==> src/rtl/ai_emotion_pkg.sv <==
// Shared types and constants for the melodic emotion analyser.
package ai_emotion_pkg;

  typedef enum logic [1:0] {
    EMO_NEUTRAL = 2'b00,
    EMO_HAPPY   = 2'b01,
    EMO_SAD     = 2'b10,
    EMO_TENSE   = 2'b11
  } emotion_e;

  typedef enum logic [1:0] {
    ST_IDLE   = 2'b00,
    ST_SCAN   = 2'b01,
    ST_DECIDE = 2'b10
  } state_e;

  localparam logic MODE_BATCH   = 1'b0;
  localparam logic MODE_SLIDING = 1'b1;

  localparam logic [7:0] CONF_NEUTRAL = 8'h80;

  typedef struct packed {
    emotion_e   code;
    logic [7:0] conf;
  } result_t;

endpackage

==> src/rtl/ai_interval_feature_acc.sv <==
// Interval classifier and feature counters for one note pair per step.
module ai_interval_feature_acc #(
  parameter int unsigned NOTE_W   = 6,
  parameter int unsigned CNT_W    = 4,
  parameter int unsigned LEAP_MIN = 6
) (
  input  logic              clk,
  input  logic              reset_n,
  input  logic              clr,
  input  logic              step,
  input  logic [NOTE_W-1:0] note_cur,
  input  logic [NOTE_W-1:0] note_prev,
  output logic [CNT_W-1:0]  up_cnt,
  output logic [CNT_W-1:0]  down_cnt,
  output logic [CNT_W-1:0]  semi_cnt,
  output logic [CNT_W-1:0]  arp_cnt,
  output logic [CNT_W-1:0]  leap_cnt
);

  logic signed [NOTE_W:0] delta;
  logic [NOTE_W:0]        mag;
  logic                   is_up;
  logic                   is_down;
  logic                   is_semi;
  logic                   is_arp;
  logic                   is_leap;

  // Signed interval and its magnitude, one bit wider than the note code
  always_comb begin
    delta   = $signed({1'b0, note_cur}) - $signed({1'b0, note_prev});
    mag     = delta[NOTE_W] ? $unsigned(-delta) : $unsigned(delta);
    is_up   = !delta[NOTE_W] && (delta != '0);
    is_down = delta[NOTE_W];
    is_semi = (mag == (NOTE_W+1)'(1));
    is_arp  = (mag == (NOTE_W+1)'(3)) || (mag == (NOTE_W+1)'(4));
    is_leap = (32'(mag) >= LEAP_MIN);
  end

  always_ff @(posedge clk or negedge reset_n) begin
    if (!reset_n) begin
      up_cnt   <= '0;
      down_cnt <= '0;
      semi_cnt <= '0;
      arp_cnt  <= '0;
      leap_cnt <= '0;
    end else if (clr) begin
      up_cnt   <= '0;
      down_cnt <= '0;
      semi_cnt <= '0;
      arp_cnt  <= '0;
      leap_cnt <= '0;
    end else if (step) begin
      up_cnt   <= up_cnt   + CNT_W'(is_up);
      down_cnt <= down_cnt + CNT_W'(is_down);
      semi_cnt <= semi_cnt + CNT_W'(is_semi);
      arp_cnt  <= arp_cnt  + CNT_W'(is_arp);
      leap_cnt <= leap_cnt + CNT_W'(is_leap);
    end
  end

endmodule

==> src/rtl/ai_emotion_analyzer_param.sv <==
// Circular note window with sequential interval scan and 4-class emotion decision.
module ai_emotion_analyzer_param
  import ai_emotion_pkg::*;
#(
  parameter int unsigned NOTE_W     = 6,
  parameter int unsigned DEPTH      = 16,
  parameter int unsigned CONTOUR_TH = 4,
  parameter int unsigned LEAP_MIN   = 6,
  localparam int unsigned LOG2D     = $clog2(DEPTH)
) (
  input  logic              clk,
  input  logic              reset_n,
  input  logic              enable_ai,
  input  logic              mode,
  input  logic              clear,
  input  logic [NOTE_W-1:0] note_played,
  input  logic              load_new_note,
  input  logic              result_ack,
  output logic [1:0]        emotion_code,
  output logic [7:0]        emotion_confidence,
  output logic              emotion_ready,
  output logic              buffer_full,
  output logic              busy,
  output logic              note_dropped,
  output logic [LOG2D:0]    fill_level
);

  localparam int unsigned FW    = LOG2D + 1;
  localparam int unsigned HALF  = DEPTH / 2;
  localparam int unsigned SHIFT = 8 - LOG2D;

  logic [NOTE_W-1:0] mem [DEPTH];
  logic [LOG2D-1:0]  wr_ptr;
  logic [LOG2D-1:0]  wr_ptr_p1;
  logic [LOG2D-1:0]  wr_ptr_next;
  logic [LOG2D-1:0]  scan_cnt;
  logic [LOG2D-1:0]  cur_idx;
  logic [LOG2D-1:0]  prev_idx;
  logic [NOTE_W-1:0] pend_note;
  logic              pend_valid;
  logic              dirty;
  logic              analysed;
  logic              scan_mode;

  state_e state;
  state_e state_next;
  logic   start;
  logic   step;
  logic   decide;

  logic              wr0_en;
  logic              wr1_en;
  logic [NOTE_W-1:0] wr0_data;
  logic [NOTE_W-1:0] wr1_data;
  logic              pend_load;
  logic              drop;
  logic [1:0]        n_wr;
  logic [FW:0]       fill_sum;
  logic [FW-1:0]     fill_next;

  logic [LOG2D-1:0] up_cnt;
  logic [LOG2D-1:0] down_cnt;
  logic [LOG2D-1:0] semi_cnt;
  logic [LOG2D-1:0] arp_cnt;
  logic [LOG2D-1:0] leap_cnt;
  result_t          res;

  always_ff @(posedge clk or negedge reset_n) begin
    if (!reset_n) state <= ST_IDLE;
    else          state <= state_next;
  end

  // Next state and scan control; clear overrides everything
  always_comb begin
    state_next = state;
    start      = 1'b0;
    step       = 1'b0;
    decide     = 1'b0;
    case (state)
      ST_IDLE: begin
        if (enable_ai && buffer_full && ((mode == MODE_BATCH) ? !analysed : dirty)) begin
          start      = 1'b1;
          state_next = ST_SCAN;
        end
      end
      ST_SCAN: begin
        step = 1'b1;
        if (scan_cnt == LOG2D'(DEPTH - 1)) state_next = ST_DECIDE;
      end
      ST_DECIDE: begin
        decide     = 1'b1;
        state_next = ST_IDLE;
      end
      default: state_next = ST_IDLE;
    endcase
    if (clear) begin
      state_next = ST_IDLE;
      start      = 1'b0;
      step       = 1'b0;
      decide     = 1'b0;
    end
  end

  // Write steering: pending note first, then any same-cycle external load
  always_comb begin
    wr0_en    = 1'b0;
    wr1_en    = 1'b0;
    wr0_data  = note_played;
    wr1_data  = note_played;
    pend_load = 1'b0;
    drop      = 1'b0;
    if (!clear) begin
      if (state == ST_IDLE) begin
        if (pend_valid) begin
          wr0_en   = 1'b1;
          wr0_data = pend_note;
          wr1_en   = load_new_note;
        end else begin
          wr0_en = load_new_note;
        end
      end else if (load_new_note) begin
        if (pend_valid) drop = 1'b1;
        else            pend_load = 1'b1;
      end
    end
    n_wr        = 2'(wr0_en) + 2'(wr1_en);
    wr_ptr_p1   = wr_ptr + LOG2D'(1);
    wr_ptr_next = wr_ptr + LOG2D'(n_wr);
    fill_sum    = {1'b0, fill_level} + (FW+1)'(n_wr);
    fill_next   = (fill_sum >= (FW+1)'(DEPTH)) ? FW'(DEPTH) : fill_sum[FW-1:0];
  end

  always_ff @(posedge clk) begin
    if (wr0_en) mem[wr_ptr] <= wr0_data;
    if (wr1_en) mem[wr_ptr_p1] <= wr1_data;
  end

  // Window is only scanned when full, so the oldest entry sits at wr_ptr
  always_comb begin
    cur_idx  = wr_ptr + scan_cnt;
    prev_idx = cur_idx - LOG2D'(1);
  end

  ai_interval_feature_acc #(
    .NOTE_W   (NOTE_W),
    .CNT_W    (LOG2D),
    .LEAP_MIN (LEAP_MIN)
  ) u_acc (
    .clk       (clk),
    .reset_n   (reset_n),
    .clr       (start || clear),
    .step      (step),
    .note_cur  (mem[cur_idx]),
    .note_prev (mem[prev_idx]),
    .up_cnt    (up_cnt),
    .down_cnt  (down_cnt),
    .semi_cnt  (semi_cnt),
    .arp_cnt   (arp_cnt),
    .leap_cnt  (leap_cnt)
  );

  // Priority decision on the final counter values
  always_comb begin
    res.code = EMO_NEUTRAL;
    res.conf = CONF_NEUTRAL;
    if (32'(semi_cnt) >= HALF) begin
      res.code = EMO_NEUTRAL;
      res.conf = 8'(semi_cnt) << SHIFT;
    end else if (32'(leap_cnt) >= HALF) begin
      res.code = EMO_TENSE;
      res.conf = 8'(leap_cnt) << SHIFT;
    end else if (32'(arp_cnt) >= HALF) begin
      res.code = EMO_HAPPY;
      res.conf = 8'(arp_cnt) << SHIFT;
    end else if (32'(up_cnt) > 32'(down_cnt) + CONTOUR_TH) begin
      res.code = EMO_HAPPY;
      res.conf = 8'(up_cnt) << SHIFT;
    end else if (32'(down_cnt) > 32'(up_cnt) + CONTOUR_TH) begin
      res.code = EMO_SAD;
      res.conf = 8'(down_cnt) << SHIFT;
    end
  end

  always_ff @(posedge clk or negedge reset_n) begin
    if (!reset_n) begin
      wr_ptr             <= '0;
      fill_level         <= '0;
      buffer_full        <= 1'b0;
      pend_valid         <= 1'b0;
      pend_note          <= '0;
      dirty              <= 1'b0;
      analysed           <= 1'b0;
      scan_mode          <= MODE_BATCH;
      scan_cnt           <= '0;
      busy               <= 1'b0;
      note_dropped       <= 1'b0;
      emotion_ready      <= 1'b0;
      emotion_code       <= 2'b00;
      emotion_confidence <= 8'h00;
    end else begin
      busy         <= (state_next != ST_IDLE);
      note_dropped <= drop;
      if (clear) begin
        wr_ptr             <= '0;
        fill_level         <= '0;
        buffer_full        <= 1'b0;
        pend_valid         <= 1'b0;
        pend_note          <= '0;
        dirty              <= 1'b0;
        analysed           <= 1'b0;
        scan_cnt           <= '0;
        emotion_ready      <= 1'b0;
        emotion_code       <= 2'b00;
        emotion_confidence <= 8'h00;
      end else begin
        wr_ptr      <= wr_ptr_next;
        fill_level  <= fill_next;
        buffer_full <= (fill_next == FW'(DEPTH));
        if (pend_load) begin
          pend_valid <= 1'b1;
          pend_note  <= note_played;
        end else if (state == ST_IDLE) begin
          pend_valid <= 1'b0;
        end
        if (start)          dirty <= 1'b0;
        else if (n_wr != 0) dirty <= 1'b1;
        if (start) begin
          scan_mode <= mode;
          scan_cnt  <= LOG2D'(1);
        end else if (step) begin
          scan_cnt <= scan_cnt + LOG2D'(1);
        end
        // A fresh result wins over a same-cycle acknowledge
        if (decide) begin
          emotion_code       <= res.code;
          emotion_confidence <= res.conf;
          emotion_ready      <= 1'b1;
          if (scan_mode == MODE_BATCH) analysed <= 1'b1;
        end else if (result_ack) begin
          emotion_ready <= 1'b0;
        end
      end
    end
  end

endmodule
==> config.mk <==
export PLATFORM = sky130hd
export DESIGN_NAME = ai_emotion_analyzer_param
export DESIGN_NICKNAME = d
export VERILOG_FILES = /design/src/rtl/ai_emotion_pkg.sv /design/src/rtl/ai_interval_feature_acc.sv /design/src/rtl/ai_emotion_analyzer_param.sv
export SDC_FILE = /design/constraint.sdc
export NUM_CORES = 1
export LEC_CHECK = 0
export BUFFER_PORTS_ARGS = -buffer_cell sky130_fd_sc_hd__clkbuf_2
export CAP_MARGIN = 15
export CORE_UTILIZATION = 40
export CTS_CLUSTER_DIAMETER = 50
export DETAILED_ROUTE_END_ITERATION = 10
export GPL_TIMING_DRIVEN = 1
export HOLD_SLACK_MARGIN = 0.03
export PLACE_DENSITY_LB_ADDON = 0.05
export SETUP_SLACK_MARGIN = 0.2
export SLEW_MARGIN = 20
export SYNTH_ARGS = -nofsm -noshare
export SYNTH_HDL_FRONTEND = slang
export SYNTH_SLANG_ARGS = --single-unit
==> constraint.sdc <==
create_clock -name clk -period 6.8 [get_ports clk]
set_input_delay 1.02 -clock clk [delete_from_list [all_inputs] [get_ports clk]]
set_output_delay 1.02 -clock clk [all_outputs]
set_load 0.005 [all_outputs]
### Word level (Yosys, flattened, before mapping)

Memories as Yosys holds them, arrays and structs flattened.
Cells that the tools add are included.

* logic and storage cells: 147
* memory bits (read-only): 0
* register bits: 59
* bits in latches: 0
* input bits: 13
* bits in writable memories: 96
* output and inout bits: 19
* memories kept: 1

Memory list
* mem: depth 16, width 6, rd ports 2, clocked after memory_dff 0, write ports 2, line ai_emotion_analyzer_param.sv:32 `logic [NOTE_W-1:0] mem [DEPTH];`

* magnitude comparators: 7
* div/mod/pow operators: 0
* reduce and logical (&&, ||, !) cells: 20
* shifts and indexed selects: 0
* $add $sub $neg: 16
* multiplexer cells: 74
* $mul: 0
* equality and inequality tests: 8
* bitwise logic cells: 1

Operator list (count)
* $mux 4: 14
* $mux 10: 5
* $mux 1: 39
* $mux 6: 5
* $add 4x1->4: 5
* $mux 8: 2
* $ge 4x4->1 const B: 3
* $reduce_bool 3->1: 4
* $add 4x3->5 const B: 2
* $gt 4x5->1: 2
* $mux 2: 5
* $mux 5: 2
* $reduce_bool 2->1: 5
* $add 4x1->4 const B: 2
* $eq 7x1->1 const B: 1
* $eq 7x2->1 const B: 1
* $eq 7x3->1 const B: 1
* $ge 7x3->1 const B: 1
* $mux 7: 1
* $neg 7->7: 1
* $reduce_bool 7->1: 1
* $sub 6x6->7: 1
* $add 5x2->6: 1
* $ge 6x5->1 const B: 1
* other kinds (16): 21

### Logic depth before layout (Yosys ltp)

An unclocked memory read counts as a cell.

* word-level depth: 11
* depth in mapped cells: 28
* mapped depth without buffers: 23

### By module

Synthesis repeated with hierarchy kept, for this count alone.

* cell total of the unflattened synthesis: 918
* area total of the unflattened synthesis: 9749.4 um2

By module, submodules not included
* ai_emotion_analyzer_param: area an instance 8315.5 um2, times used 1, sequential area each 3758.6 um2, cells each 766
* ai_interval_feature_acc: area an instance 1433.9 um2, times used 1, sequential area each 500.5 um2, cells each 152

### Worst setup path before layout

Ideal clock, no wire load.

* path type: register to register
* from: reg wr_ptr[0]
* to: reg u_acc.leap_cnt[2]
* clock period less this slack: 5.636 ns
* data required time: 6.668 ns
* setup time: 0.132 ns
* stages on the path, launching flop included: 28
* arrival time: 5.504 ns
* path slack: 1.164 ns
* buffers on the path: 4
* cells stage by stage: dfrtp_1 ha_1 fa_1 buf_2 buf_1 inv_1 ha_1 xor2_1 buf_2 buf_1 nand2_1 nand3_1 nand4_1 o21ai_0 ha_1 inv_1 fa_1 nand3_1 and2_1 xnor2_1 a2111oi_0 nand2_1 and2_1 ha_1 ha_1 nand2_1 xor2_1 nor2_1

* word-level cells in the longest chain between the ends: 10

Ends and longest elaborated chain
* from (decl): line ai_emotion_analyzer_param.sv:33 `logic [LOG2D-1:0] wr_ptr;`
* from (signal assigned): line ai_emotion_analyzer_param.sv:216 `wr_ptr <= wr_ptr_next;`
* $add 4x4->4 *: line ai_emotion_analyzer_param.sv:140 `cur_idx = wr_ptr + scan_cnt;`
* $sub 4x1->4: line ai_emotion_analyzer_param.sv:141 `prev_idx = cur_idx - LOG2D'(1);`
* $mem_v2 16x6 *
* $sub 6x6->7 *: line ai_interval_feature_acc.sv:30 `delta = $signed({1'b0, note_cur}) - $signed({1'b0, note_prev});`
* $neg 7->7: line ai_interval_feature_acc.sv:31 `mag = delta[NOTE_W] ? $unsigned(-delta) : $unsigned(delta);`
* $mux 7 *: line ai_interval_feature_acc.sv:31
* $ge 7x3->1 *: line ai_interval_feature_acc.sv:36 `is_leap = (32'(mag) >= LEAP_MIN);`
* $add 4x1->4 *: line ai_interval_feature_acc.sv:57 `leap_cnt <= leap_cnt + CNT_W'(is_leap);`
* $mux 4 *: line ai_interval_feature_acc.sv:52 `end else if (step) begin`
* $mux 4 *: line ai_interval_feature_acc.sv:46 `end else if (clr) begin`
* to (signal assigned): line ai_interval_feature_acc.sv:57
* to (decl): line ai_interval_feature_acc.sv:17 `output logic [CNT_W-1:0] leap_cnt`

Mark *: on every way between the ends. The rest lies on a longest branch, timed or not. The select of a mux whose other input is x is not followed.
A chain may end at the register's enable or synchronous reset.

### Final worst setup path

* from: reg wr_ptr[0]
* to: reg u_acc.arp_cnt[2]

* word-level cells in the longest chain between the ends: 11
* elaborated cells between the ends (all ways): 12
* classes of those cells: add/sub: 5; eq/ne: 2; mux: 3; reduce/logical: 1; memory: 1

Ends and longest elaborated chain
* $add 4x4->4 *: line ai_emotion_analyzer_param.sv:140
* $sub 4x1->4: line ai_emotion_analyzer_param.sv:141
* $mem_v2 16x6 *
* $sub 6x6->7 *: line ai_interval_feature_acc.sv:30
* $neg 7->7: line ai_interval_feature_acc.sv:31
* $mux 7 *: line ai_interval_feature_acc.sv:31
* $eq 7x2->1 or $eq 7x3->1 (tied branches): line ai_interval_feature_acc.sv:35 `is_arp = (mag == (NOTE_W+1)'(3)) || (mag == (NOTE_W+1)'(4));`
* $logic_or 1x1->1 *: line ai_interval_feature_acc.sv:35
* $add 4x1->4 *: line ai_interval_feature_acc.sv:56 `arp_cnt <= arp_cnt + CNT_W'(is_arp);`
* $mux 4 *: line ai_interval_feature_acc.sv:52
* $mux 4 *: line ai_interval_feature_acc.sv:46
* to (signal assigned): line ai_interval_feature_acc.sv:56
* to (decl): line ai_interval_feature_acc.sv:16 `output logic [CNT_W-1:0] arp_cnt,`

Marked as above.

==> impl_metrics.yaml <==
cts:
  clockRootBuffer: "clkbuf_16"
  path_clk_slew_ns: 0.07
  cts.sinks: 151
  numCtsBuffers: 17
  ctsLongestPathBuffers: 2
  clkLatencyLatePin_ns: 0.43
  cts.repair.resized: 0
  htree_levels: 4
  cts_tree: "built"
  cts_hold_buffers: 0
  post_cts_buffers: 0
grt:
  met3_usage_pct: 3.54
  grt_usage_pct: 24.0
  grt_pass1_wl_um: 42400
  overflow: 0
  grt_use_met2_pct: 38.1
  grt_pass1_vias: 6968
  grt.busiest_layer: "met2"
  grt_max_degree: 56
  antenna_found_initial: 0
  use_met1_pct: 34.2
drt:
  vias: 7180
  drt_first_pass_iters: 4
  ant_nets: 0
  viasPerCell: 5.53
  wl_um: 27500
  wire_per_inst_um: 21.1
  drc_errors: 0
  drt_iter0_drc: 542
flow_run:
  maxCapViolations: 0
placed_design:
  port_buffers: 27
  place_area_mm2: 0.00974
  pre_cts_ws_ns: 1.01
  placedCellCount: 1267
  place_hpwl_um: 18700
  finalWeightedCongestion: 0.933
worst_setup_path:
  path_class: "reg2reg"
  critPathCapture: "u_acc.arp_cnt[2]"
  crit_required_ns: 7.06
  path_max_fanout: 14
  r2r_start: "wr_ptr[0]"
  critPathArrivalTime_ns: 6.12
  r2r_end: "u_acc.arp_cnt[2]"
  critPathLaunchType: "flip-flop"
  critPathLaunch: "wr_ptr[0]"
  r2r_cells: 22
  end_kind: "flip-flop"
  r2r_slack_ns: 0.95
timing:
  fmax_mhz: 171
  maxSlewViolCount: 0
  setup_slack_ns: 0.945
  post-route-period-util_pct: 86.1
  finalHoldViolCount: 0
  fin_hold_ws_ns: 0.486
  fin_tns_setup_ns: 0
  skew_ns: 0.0192
  rsz0062_at_grt: "no"
  finalSetupViolCount: 0
  min_period_ns: 5.85
  worst_pin_slew_ns: 1.12
  relSlewSlack_pct: 24.9
die:
  std_cell_rows: 55
  core_area_mm2: 0.0228
  initial_utilization_pct: 41.1
  die_y_um: 155
  pin_count: 32
  die_area_mm2: 0.0240
  die_w_um: 155
pwr:
  vdd_drop_max_uv: 156
  power_mw: 2.33
  cellLeakagePower_nw: 4.03
  powerDensity_mw_per_mm2: 227
logic_synthesis:
  yosys_warnings: 0
  ys_types: 54
  synth_cells: 977
  ys.flop_type: "edfxtp_1"
  yosysSeqAreaShare_pct: 45.5
  avgSynthCellArea_um2: 9.58
  ys_seq_elements: 151
  synth_area_mm2: 0.00936
  synth_edf_count: 96
  async_flop_share_pct: 36.4
cells_and_area:
  fillCellCount: 2187
  final_common_cell: "nor2_1"
  register_area_mm2: 0.00426
  multiInputGateArea_mm2: 0.00469
  final_cells: 1299
  fin_util_pct: 45.2
  drive_gt1_share_pct: 12.6
  final_area_mm2: 0.0103
  final_nets: 1027
  diodes: 0
  syn_to_final_growth_pct: 9.93
  final_cell_mix: "152 x nor2_1, 131 x a21oi_1, 123 x nand2_1"
hold_path:
  hold_start: "emotion_code[0]"
  hp-class: "reg2reg"
run_status:
  status: "finished, final reports clean"
worst min-delay path by stage:
stage / endpoint / slack (ns) / cells after the start
3_5_place_dp: emotion_code[0] / 0.47 / 1
5_1_grt: emotion_code[0] / 0.52 / 1
4_1_cts: emotion_code[0] / 0.49 / 1
6_report: emotion_code[0] / 0.49 / 1
2_1_floorplan: analysed / 0.46 / 2
3_3_place_gp: emotion_code[0] / 0.47 / 1
layer usage:
layer,part of all wire [%],vias up
li1,-,3457
met1,47,3462
met2,46,232
met3,5.4,29
met4,1.6,0
met5,0,-
critical path, cell delays in order, from the launching register on:
cell and delay [ns]:
dfrtp_1 0.49, ha_1 0.29, fa_1 0.54, inv_1 0.06, ha_1 0.27, xor2_4 0.42, buf_4 0.31, mux2i_1 0.12
a22oi_1 0.19, nand4_1 0.19, o21a_1 0.17, ha_1 0.35, a21oi_1 0.21, and2_1 0.22, xnor2_1 0.09, a2111oi_0 0.74
nand2_1 0.16, a22oi_1 0.26, ha_1 0.22, ha_1 0.14, nand2_1 0.05, xor2_1 0.13, nor2_1 0.05
where the power goes:
part	internal [mW]	total, mW	switching [mW]
logic	0.170	0.439	0.269
clock network	0.502	0.906	0.404
registers	0.983	0.988	0.00543
cell families (layout without fill, tap and decap cells):
kind of cell	after synthesis	count (layout)	synth area share, %
flops	151	151	45.5
simple gates	404	404	19.8
fa+ha+maj	41	41	5.80
buf+inv	99	105	4.96
compound gates	196	196	11.9
other cells	1	4	0.0401
mux	59	59	9.56
xor+xnor	26	26	2.43
layout make-up:
type / instances / share of cell area (%)
multi-input combinational: 730 / 45.6
sequential: 151 / 41.4
clock buffer: 21 / 4.57
tap: 313 / 3.81
timing repair buffer: 51 / 3.06
clock inverter: 11 / 0.815
inverter: 22 / 0.802
cells in the mapped netlist (16+ instances only):
master    number  area [µm²]
nor2_1       152         571
ha_1          37         463
clkbuf_1      28         105
nand3_1       44         220
dfrtp_1       55        1380
inv_1         22        82.6
nand2_1      123         462
mux2i_1       32         320
nand4_1       25         156
mux4_2        24         541
buf_2         23         115
nor2b_1       16         100
a21oi_1      131         656
edfxtp_1      96        2880
state kept, by name, indices dropped and copies added (netlist names), 2 cells and up:
register	flops
emotion_code	2
emotion_confidence	4
fill_level	5
mem	96
pend_note	6
scan_cnt	4
state	2
u_acc.arp_cnt	4
u_acc.down_cnt	4
u_acc.leap_cnt	4
u_acc.semi_cnt	4
u_acc.up_cnt	4
wr_ptr	4
Note: power is estimated with default switching activity, not from simulation.
